<file path="src/rtl/spi_read_mux.sv">
// SPI slave read mux: an ABIT-bit address on mosi selects one of NCH NBIT-bit channels, which is shifted out MSB first on miso.
// Pins reach the FSM through a 2-FF synchroniser plus an edge stage (3 clk pin-to-edge); there is no backpressure, sclk paces everything.
`timescale 1ns/1ps
module spi_read_mux #(
   parameter int NBIT     = 32,
   parameter int ABIT     = 8,
   parameter int NCH      = 4,
   parameter int BASE_ADR = 1,
   parameter bit CPOL     = 1'b0
) (
   input  logic                  clk,
   input  logic                  srst,
   input  logic                  sclk,
   input  logic                  mosi,
   input  logic                  cs,
   input  logic [NCH*NBIT-1:0]   inport,
   output logic                  miso,
   output logic                  miso_oe,
   output logic                  hit,
   output logic [NCH-1:0]        clr,
   output logic                  busy
);

   localparam int CW   = (NCH > 1) ? $clog2(NCH) : 1;
   localparam int CMAX = (NBIT > ABIT) ? NBIT : ABIT;
   localparam int CNTW = $clog2(CMAX + 1);

   localparam logic [ABIT:0] ADR_LO = (ABIT+1)'(BASE_ADR);
   localparam logic [ABIT:0] ADR_HI = (ABIT+1)'(BASE_ADR + NCH - 1);

   localparam logic [CNTW-1:0] ADR_LAST  = CNTW'(ABIT - 1);
   localparam logic [CNTW-1:0] DATA_LAST = CNTW'(NBIT - 1);

   localparam logic [2:0] IDLE = 3'd0;
   localparam logic [2:0] ADR  = 3'd1;
   localparam logic [2:0] DATA = 3'd2;
   localparam logic [2:0] SKIP = 3'd3;
   localparam logic [2:0] DONE = 3'd4;

   // ------------------------------------------------------------------
   // Synchronisers: [0],[1] are the 2-FF synchroniser, [2] the edge stage
   // ------------------------------------------------------------------
   logic [2:0] sclk_s;
   logic [2:0] cs_s;
   logic [1:0] mosi_s;
   logic [2:0] fill;

   always_ff @(posedge clk) begin
      if (srst) begin
         sclk_s <= {3{CPOL}};
         cs_s   <= 3'b111;
         mosi_s <= 2'b00;
         fill   <= 3'b000;
      end else begin
         sclk_s <= {sclk_s[1:0], sclk};
         cs_s   <= {cs_s[1:0], cs};
         mosi_s <= {mosi_s[0], mosi};
         fill   <= {fill[1:0], 1'b1};
      end
   end

   // Edges are masked until the pipeline holds real pin samples, so a cs
   // already low when reset is released does not look like a falling edge.
   logic live;
   logic sclk_n1, sclk_n2;
   logic smp_edge, shf_edge;
   logic cs_fall, cs_rise;
   logic mosi_bit;

   assign live     = fill[2];
   assign sclk_n1  = sclk_s[1] ^ CPOL;
   assign sclk_n2  = sclk_s[2] ^ CPOL;
   assign smp_edge = live &  sclk_n1 & ~sclk_n2;
   assign shf_edge = live & ~sclk_n1 &  sclk_n2;
   assign cs_fall  = live & ~cs_s[1] &  cs_s[2];
   assign cs_rise  = live &  cs_s[1] & ~cs_s[2];
   assign mosi_bit = mosi_s[1];

   // ------------------------------------------------------------------
   // Address decode on the value the address register will hold after
   // the current sample edge
   // ------------------------------------------------------------------
   logic [2:0]      state;
   logic [CNTW-1:0] cnt;
   logic [ABIT-1:0] adr;
   logic [NBIT-1:0] sreg;
   logic [CW-1:0]   ch;
   logic            seen;

   logic [ABIT-1:0] adr_nxt;
   logic [ABIT:0]   adr_ext;
   logic [ABIT:0]   adr_off;
   logic            adr_match;
   logic [NBIT-1:0] sel_word;
   logic [CW-1:0]   sel_ch;

   assign adr_nxt   = {adr[ABIT-2:0], mosi_bit};
   assign adr_ext   = {1'b0, adr_nxt};
   assign adr_off   = adr_ext - ADR_LO;
   assign adr_match = (adr_ext >= ADR_LO) && (adr_ext <= ADR_HI);

   always_comb begin
      sel_word = '0;
      sel_ch   = '0;
      for (int k = 0; k < NCH; k++) begin
         if (adr_off == (ABIT+1)'(k)) begin
            sel_word = inport[k*NBIT +: NBIT];
            sel_ch   = CW'(k);
         end
      end
   end

   // ------------------------------------------------------------------
   // FSM and shift datapath
   // ------------------------------------------------------------------
   always_ff @(posedge clk) begin
      if (srst) begin
         state   <= IDLE;
         cnt     <= '0;
         adr     <= '0;
         sreg    <= '0;
         ch      <= '0;
         seen    <= 1'b0;
         miso    <= 1'b0;
         miso_oe <= 1'b0;
         hit     <= 1'b0;
         clr     <= '0;
      end else begin
         hit <= 1'b0;
         clr <= '0;
         if (cs_rise) begin
            state   <= IDLE;
            cnt     <= '0;
            seen    <= 1'b0;
            miso    <= 1'b0;
            miso_oe <= 1'b0;
         end else begin
            case (state)
               IDLE: begin
                  miso    <= 1'b0;
                  miso_oe <= 1'b0;
                  if (cs_fall) begin
                     state <= ADR;
                     cnt   <= '0;
                     adr   <= '0;
                  end
               end
               ADR: begin
                  if (smp_edge) begin
                     adr <= adr_nxt;
                     cnt <= cnt + 1'b1;
                     if (cnt == ADR_LAST) begin
                        cnt  <= '0;
                        seen <= 1'b0;
                        if (adr_match) begin
                           sreg    <= sel_word;
                           ch      <= sel_ch;
                           miso    <= sel_word[NBIT-1];
                           miso_oe <= 1'b1;
                           hit     <= 1'b1;
                           state   <= DATA;
                        end else begin
                           miso    <= 1'b0;
                           miso_oe <= 1'b0;
                           state   <= SKIP;
                        end
                     end
                  end
               end
               DATA: begin
                  if (smp_edge) begin
                     cnt  <= cnt + 1'b1;
                     seen <= 1'b1;
                     if (cnt == DATA_LAST) begin
                        clr     <= NCH'(1) << ch;
                        miso    <= 1'b0;
                        miso_oe <= 1'b0;
                        state   <= DONE;
                     end
                  end else if (shf_edge && seen) begin
                     // The shift edge right after decode is skipped so the
                     // MSB stays up for the master's first data sample.
                     sreg <= {sreg[NBIT-2:0], 1'b0};
                     miso <= sreg[NBIT-2];
                  end
               end
               SKIP, DONE: begin
                  miso    <= 1'b0;
                  miso_oe <= 1'b0;
               end
               default: begin
                  state   <= IDLE;
                  miso    <= 1'b0;
                  miso_oe <= 1'b0;
               end
            endcase
         end
      end
   end

   assign busy = (state != IDLE);

endmodule

</file>
<file path="config.mk">
export PLATFORM = sky130hd
export DESIGN_NAME = spi_read_mux
export DESIGN_NICKNAME = d
export VERILOG_FILES = /design/src/rtl/spi_read_mux.sv
export SDC_FILE = /design/constraint.sdc
export NUM_CORES = 1
export LEC_CHECK = 0
export CAP_MARGIN = 20
export CELL_PAD_IN_SITES_DETAIL_PLACEMENT = 1
export CELL_PAD_IN_SITES_GLOBAL_PLACEMENT = 1
export CORE_ASPECT_RATIO = 1.75
export CORE_MARGIN = 2
export CORE_UTILIZATION = 25
export DETAILED_ROUTE_END_ITERATION = 10
export PLACE_DENSITY_LB_ADDON = 0.1
export SLEW_MARGIN = 20
export SYNTH_ARGS = -nofsm -noshare
export SYNTH_HDL_FRONTEND = slang
export SYNTH_SLANG_ARGS = --single-unit
</file>
<file path="constraint.sdc">
create_clock -name clk -period 2.7 [get_ports clk]
set_input_delay 0.27 -clock clk [delete_from_list [all_inputs] [get_ports clk]]
set_output_delay 0.27 -clock clk [all_outputs]
set_load 0.01 [all_outputs]
</file>
==> key figures, run 1 <==
Final layout
  • Post-layout util: 0.3895
  • Nets: 723
  • Layout filler cell count: 1764
  • Final Cell Area: 5751 sq um
  • Share of layout cells above drive strength 1: 0.1178
  • # diodes: 0
  • Area grow syn2layout: 53.82%

Critical path
  • Critical Path Slowest Stage Cell: or4_1
  • Crit path cell chain: or4_1 > a211oi_4 > nand3_2 > or4_1 > a21oi_1
  • Worst setup SP type: flop
  • Crit path max fanout: 7
  • Crit path DAT: 2610 ps
  • Crit end category: flop
  • Crit path required time: 2960 ps
  • Max incr delay on CP: 690 ps
  • CP most frequent cell: or4_1
  • Kind of critical path: flop to flop

GRT
  • Vias in the first global route: 4306
  • GRT Util Overall: 0.1827
  • First-pass GRT wire length: 22670 um
  • Initial antenna violation count: 0
  • Largest net degree at the start of global routing: 28
  • GRT overflow: 0

Die
  • Row Count: 59
  • Die area: 15990 sq um
  • Chip height: 165.8 um
  • Ports: 141
  • Die W: 96.44 um
  • Starting Density: 0.2532
  • Core Area: 14760 sq um

Clock tree
  • Reg clk slew, reported paths: 60 ps
  • Sink Count: 68
  • Post-CTS sizing: 0
  • Worst-skew pair later-pin latency: 330 ps
  • CTS Root Cell: clkbuf_16
  • Total CTS buffers: 9
  • Setup bufs post-CTS: 0
  • # hold bufs at CTS: 0
  • CTS tree: built
  • H-tree depth: 3
  • CTS max path bufs: 2

Flow run
  • Maxcap violations: 0

Placement
  • Routability congestion estimate: 0.7956
  • PortBufs: 140
  • Pre-CTS setup slack: 340.6 ps
  • DP HPWL: 11480 um
  • Post-DP Area: 5448 sq um

STA
  • Highest Clock Rate: 424.4 MHz
  • Final period utilization: 0.8727
  • Worst setup margin: 343.6 ps
  • RSZ-0062 raised after global routing: no
  • Worst Skew: 7.455 ps
  • Setup_tns: 0 ps
  • Rel. slew slack: 0.6181
  • Pins Over Slew Limit: 0
  • Worst-margin pin slew: 571.5 ps
  • Hold Vio Cnt, Final: 0
  • Final setup viols: 0
  • Period minus WS final: 2356 ps

Power
  • Worst vdd ir: 0.3283 mV
  • Leak: 2.006 nW
  • Power Dens Cells: 433.7 nW/um^2
  • Total power: 2.494 mW

Route
  • Initial DRC count: 149
  • Final ANT Viol Nets: 0
  • Vias: 3989
  • Drc violations: 0
  • First drt pass iteration count: 4
  • Avg WL per Cell: 18.83 um
  • Routed wire length: 14630 um
  • Vias/cell: 5.134

Synthesis
  • Post-synthesis sequential area ratio: 0.3641
  • Synthesized Nets: 579
  • Async set or reset register ratio after synthesis: 0
  • Number of synthesized flops with an enable pin: 0
  • Yosys warns: 0
  • Leading area contributor after synthesis: dfxtp_1
  • Post-synthesis cell type count: 55
  • Synth top area share: 0.3641
  • Yosys reg bits: 68
  • Syn Area/Cell: 8.401 sq um
  • Gate count of the mapped netlist: 445
  • Most used flip-flop cell after synthesis: dfxtp_1
  • Synth Cell Area: 3739 sq um
  • Top post-synthesis cells by area: dfxtp_1, a21oi_1, a22oi_1

Worst hold path
  • Min-delay worst type: flop to flop

Status
  • Status: finished, final reports clean
==> final cells by class <==
class                   instances  area [sq um]  area share
multi-input cells             338          2233      0.3884
flip-flops and latches         68          1363      0.2369
well taps                     183         229.0     0.03982
repair buffers                167          1604      0.2789
inverters                       5         18.77    0.003264
clock inverters                 6         63.81     0.01110
clock buffers                  10         239.0     0.04156
==> stage by stage <==
step	hold slack (ps)	instances
after floorplan	371.6	445
after global placement	394.5	761
after detailed placement	398.6	761
after CTS	411.9	777
after global routing	443.9	777
final	409.2	777
==> layer usage <==
layer	wire length (um)	track usage	vias to the layer above
met4	269	0.05266	0
met2	7847	0.3430	110
li1	-	-	1973
met3	875	0.03584	11
met1	5640	0.1996	1895
met5	0	0	-
==> cell families after synthesis <==
group / after synthesis / share of synthesized area
flops: 68 / 0.3641
compound gates: 165 / 0.3049
buf+inv: 39 / 0.04150
fa+ha+maj: 1 / 0.003346
mux: 23 / 0.06459
xor+xnor: 2 / 0.004686
simple gates: 147 / 0.2169
==> synth_stat cells (10+ instances only) <==
| library cell | n |
|---|---|
| mux2i_1 | 14 |
| nand2b_1 | 15 |
| o21ai_0 | 24 |
| a32o_1 | 14 |
| nor2_1 | 22 |
| nand3_1 | 12 |
| dfxtp_1 | 68 |
| a22oi_1 | 23 |
| clkbuf_1 | 25 |
| nand2_1 | 32 |
| nor2b_1 | 13 |
| a21oi_1 | 47 |
| o211ai_1 | 16 |
| nor3_1 | 10 |
==> cell usage in the layout (no fill, tap or decap), types with 3 or more instances in the layout <==
cell type and n:
o22ai_1 6, a221o_1 3, o21ai_0 24, nand2_1 32
a21oi_1 47, or2_2 7, nor2_1 22, o31ai_1 3
mux2i_1 14, a22oi_1 23, nand3_1 12, nor3_1 10
inv_1 5, a211oi_1 3, a32o_1 14, mux2_2 9
or3_1 4, nand2b_1 15, clkbuf_16 9, or4_1 5
dfxtp_1 67, a22o_1 9, o211ai_1 16, nor2b_1 13
nor3b_1 3, nand3b_1 6, o21bai_1 3, clkdlybuf4s50_1 140
buf_4 27
==> critical path: cells and delay by family, from the launching register on <==
family	cells	cell delay, ps
compound gates	2	580
flops	1	330
simple gates	3	1370
==> flip-flops by register name, indices dropped and copies added, names as in the netlist <==
register / cells
adr: 7
ch: 2
clr: 4
cnt: 6
cs_s: 3
fill: 3
hit: 1
miso: 1
miso_oe: 1
mosi_s: 2
sclk_s: 3
seen: 1
sreg: 31
state: 3
==> where the power goes <==
| part | total (mW) | internal [mW] | switching [mW] |
|---|---|---|---|
| combinational | 0.299 | 0.211 | 0.0882 |
| clock | 1.18 | 0.738 | 0.441 |
| sequential | 1.02 | 1.01 | 0.00603 |
==> final timing paths <==
| path | from | end | slack (ps) | depth (start not counted) |
|---|---|---|---|---|
| min | cs_s[0]$_SDFF_PP1_ | cs_s[1]$_SDFF_PP1_ | 410 | 1 |
| max reg2reg | adr[5]$_SDFFE_PP0P_ | ch[0]$_SDFFE_PP0P_ | 340 | 5 |
| max | adr[5]$_SDFFE_PP0P_ | ch[0]$_SDFFE_PP0P_ | 340 | 5 |
| min reg2reg | cs_s[0]$_SDFF_PP1_ | cs_s[1]$_SDFF_PP1_ | 410 | 1 |
No activity file was read; power rests on OpenSTA's default activity.
==> run 2: changes to the inputs <==
--- a/config.mk
+++ b/config.mk
@@ -8,7 +8,7 @@
 export CAP_MARGIN = 20
 export CELL_PAD_IN_SITES_DETAIL_PLACEMENT = 1
 export CELL_PAD_IN_SITES_GLOBAL_PLACEMENT = 1
-export CORE_ASPECT_RATIO = 1.75
+export CORE_ASPECT_RATIO = 2
 export CORE_MARGIN = 2
 export CORE_UTILIZATION = 25
 export DETAILED_ROUTE_END_ITERATION = 10
==> run 2 against run 1 <==
Net effect: via count is 0.30% higher; register-to-register slack is essentially flat; final cell count increased by 1.3%; design area is 0.80% higher; sequential power barely moved; largest power group unchanged.
==> key figures, run 2 (synthesis results as in run 1) <==
Critical path
  • Max incr delay on CP: 670 ps
  • Critical Path Slowest Stage Cell: or4_1
  • CP top delay family: simple AND/OR/NAND/NOR gates
  • Worst Path Buf+Inv: 0
  • Worst setup SP type: flop
  • Crit path max fanout: 7
  • Kind of critical path: flop to flop
  • CP most frequent cell: or4_1
  • Crit path from: adr[5]$_SDFFE_PP0P_
  • Crit end category: flop
  • Worst reg2reg startpoint: adr[5]$_SDFFE_PP0P_
  • Crit path cell chain: or4_1 > a211oi_4 > nand3_2 > or4_1 > a21oi_1
  • Crit path DAT: 2600 ps
  • Crit path required time: 2950 ps

Clock tree
  • Worst-skew pair later-pin latency: 330 ps
  • CTS tree: built
  • Sink Count: 68
  • Post-CTS sizing: 0
  • CTS Root Cell: clkbuf_16
  • Reg clk slew, reported paths: 50 ps
  • # hold bufs at CTS: 0
  • H-tree depth: 3
  • Setup bufs post-CTS: 0
  • CTS max path bufs: 2
  • Total CTS buffers: 9

STA
  • Setup_tns: 0 ps
  • Highest Clock Rate: 425.5 MHz
  • Period minus WS final: 2350 ps
  • Hold Vio Cnt, Final: 0
  • Final period utilization: 0.8705
  • Rel. slew slack: 0.6191
  • Worst-margin pin slew: 570.0 ps
  • Final setup viols: 0
  • Pins Over Slew Limit: 0
  • Worst Skew: 8.041 ps
  • RSZ-0062 raised after global routing: no
  • Hold WS: 416.6 ps

Route
  • Initial DRC count: 88
  • Final ANT Viol Nets: 0
  • Routed wire length: 14590 um
  • Drc violations: 0
  • Vias/cell: 5.084
  • Avg WL per Cell: 18.54 um
  • Vias: 4001
  • First drt pass iteration count: 5

Final layout
  • Max FFs per register: 31
  • Post-layout util: 0.3933
  • Nets: 721
  • Commonest non-fill, non-tap cell in the layout: clkdlybuf4s50_1
  • Storage cell area: 1363 sq um
  • Largest Register: sreg
  • Share of layout cells above drive strength 1: 0.1149
  • Finished Layout Cells: 787
  • # diodes: 0
  • Largest regs: sreg x31, adr x7, cnt x6
  • Commonest cells after routing, fill and taps aside: clkdlybuf4s50_1, dfxtp_1, a21oi_1, nand2_1
  • Layout filler cell count: 1741
  • Area grow syn2layout: 55.05%
  • Area of the multi-input gates: 2233 sq um

Die
  • Core Area: 14740 sq um
  • Die area: 16010 sq um
  • Ports: 141
  • Starting Density: 0.2536
  • Die W: 90.47 um
  • Chip height: 176.9 um
  • Row Count: 63

GRT
  • GRT overflow: 0
  • GRT Util Overall: 0.1828
  • First-pass GRT wire length: 23100 um
  • Initial antenna violation count: 0
  • Largest net degree at the start of global routing: 41
  • Vias in the first global route: 4286

Placement
  • PortBufs: 140
  • Routability congestion estimate: 0.7691
  • Cell Count Post-Placement: 771
  • DP HPWL: 11670 um

Power
  • Flop pwr share: 0.389
  • Power Dens Cells: 450.8 nW/um^2
  • Psw: 0.5112 mW
  • Worst vdd ir: 0.3016 mV
  • Total power: 2.613 mW
  • P_int: 2.102 mW
  • Switching Share: 0.1956
  • Clock power frac: 0.496
  • Combinational power share: 0.116
  • Leak: 2.025 nW

Worst hold path
  • Worst Hold Launch: cs_s[0]$_SDFF_PP1_
  • Min-delay worst type: flop to flop

Status
  • Status: finished, final reports clean

Flow run
  • Maxcap violations: 0
## run 2: layout make-up
cell class / count / share of cell area
clock buffers: 12 / 0.04597
clock inverters: 4 / 0.01209
inverters: 5 / 0.003238
multi-input cells: 338 / 0.3853
flip-flops and latches: 68 / 0.2351
well taps: 195 / 0.04209
repair buffers: 165 / 0.2763
## run 2: metrics by stage
step                area [sq um]  setup slack, ps
floorplan                   3739            574.7
global placement            5460            403.4
CTS                         5797            309.3
global route                5797            163.6
detailed placement          5460            330.3
finish                      5797            349.7
## run 2: worst paths after layout
path	slack, ps	cells after the start	to
min reg2reg	420	1	cs_s[1]$_SDFF_PP1_
max reg2reg	350	5	ch[0]$_SDFFE_PP0P_
max	350	5	ch[0]$_SDFFE_PP0P_
min	420	1	cs_s[1]$_SDFF_PP1_
## run 2: worst reg2reg max path, delay by kind of cell, from the launching register on
kind | cells | cell delay, ps
AOI/OAI and AO/OA | 2 | 580
and+or+nand+nor | 3 | 1370
DFF | 1 | 330
## run 2: metal layers
metal,part of all wire,GRT usage,vias to the layer above
met5,0,0,-
met4,0.024,0.06731,0
met2,0.58,0.3700,101
met1,0.36,0.1775,1915
met3,0.035,0.03578,17
li1,-,-,1968
## run 2: power groups by stage
stage	clock network [mW]	registers [mW]	logic, mW
floorplan	0	1.03	0.0792
global placement	0	1.04	0.301
detailed placement	0	1.04	0.303
CTS	1.34	1.02	0.305
global route	1.37	1.02	0.324
finish	1.30	1.02	0.302
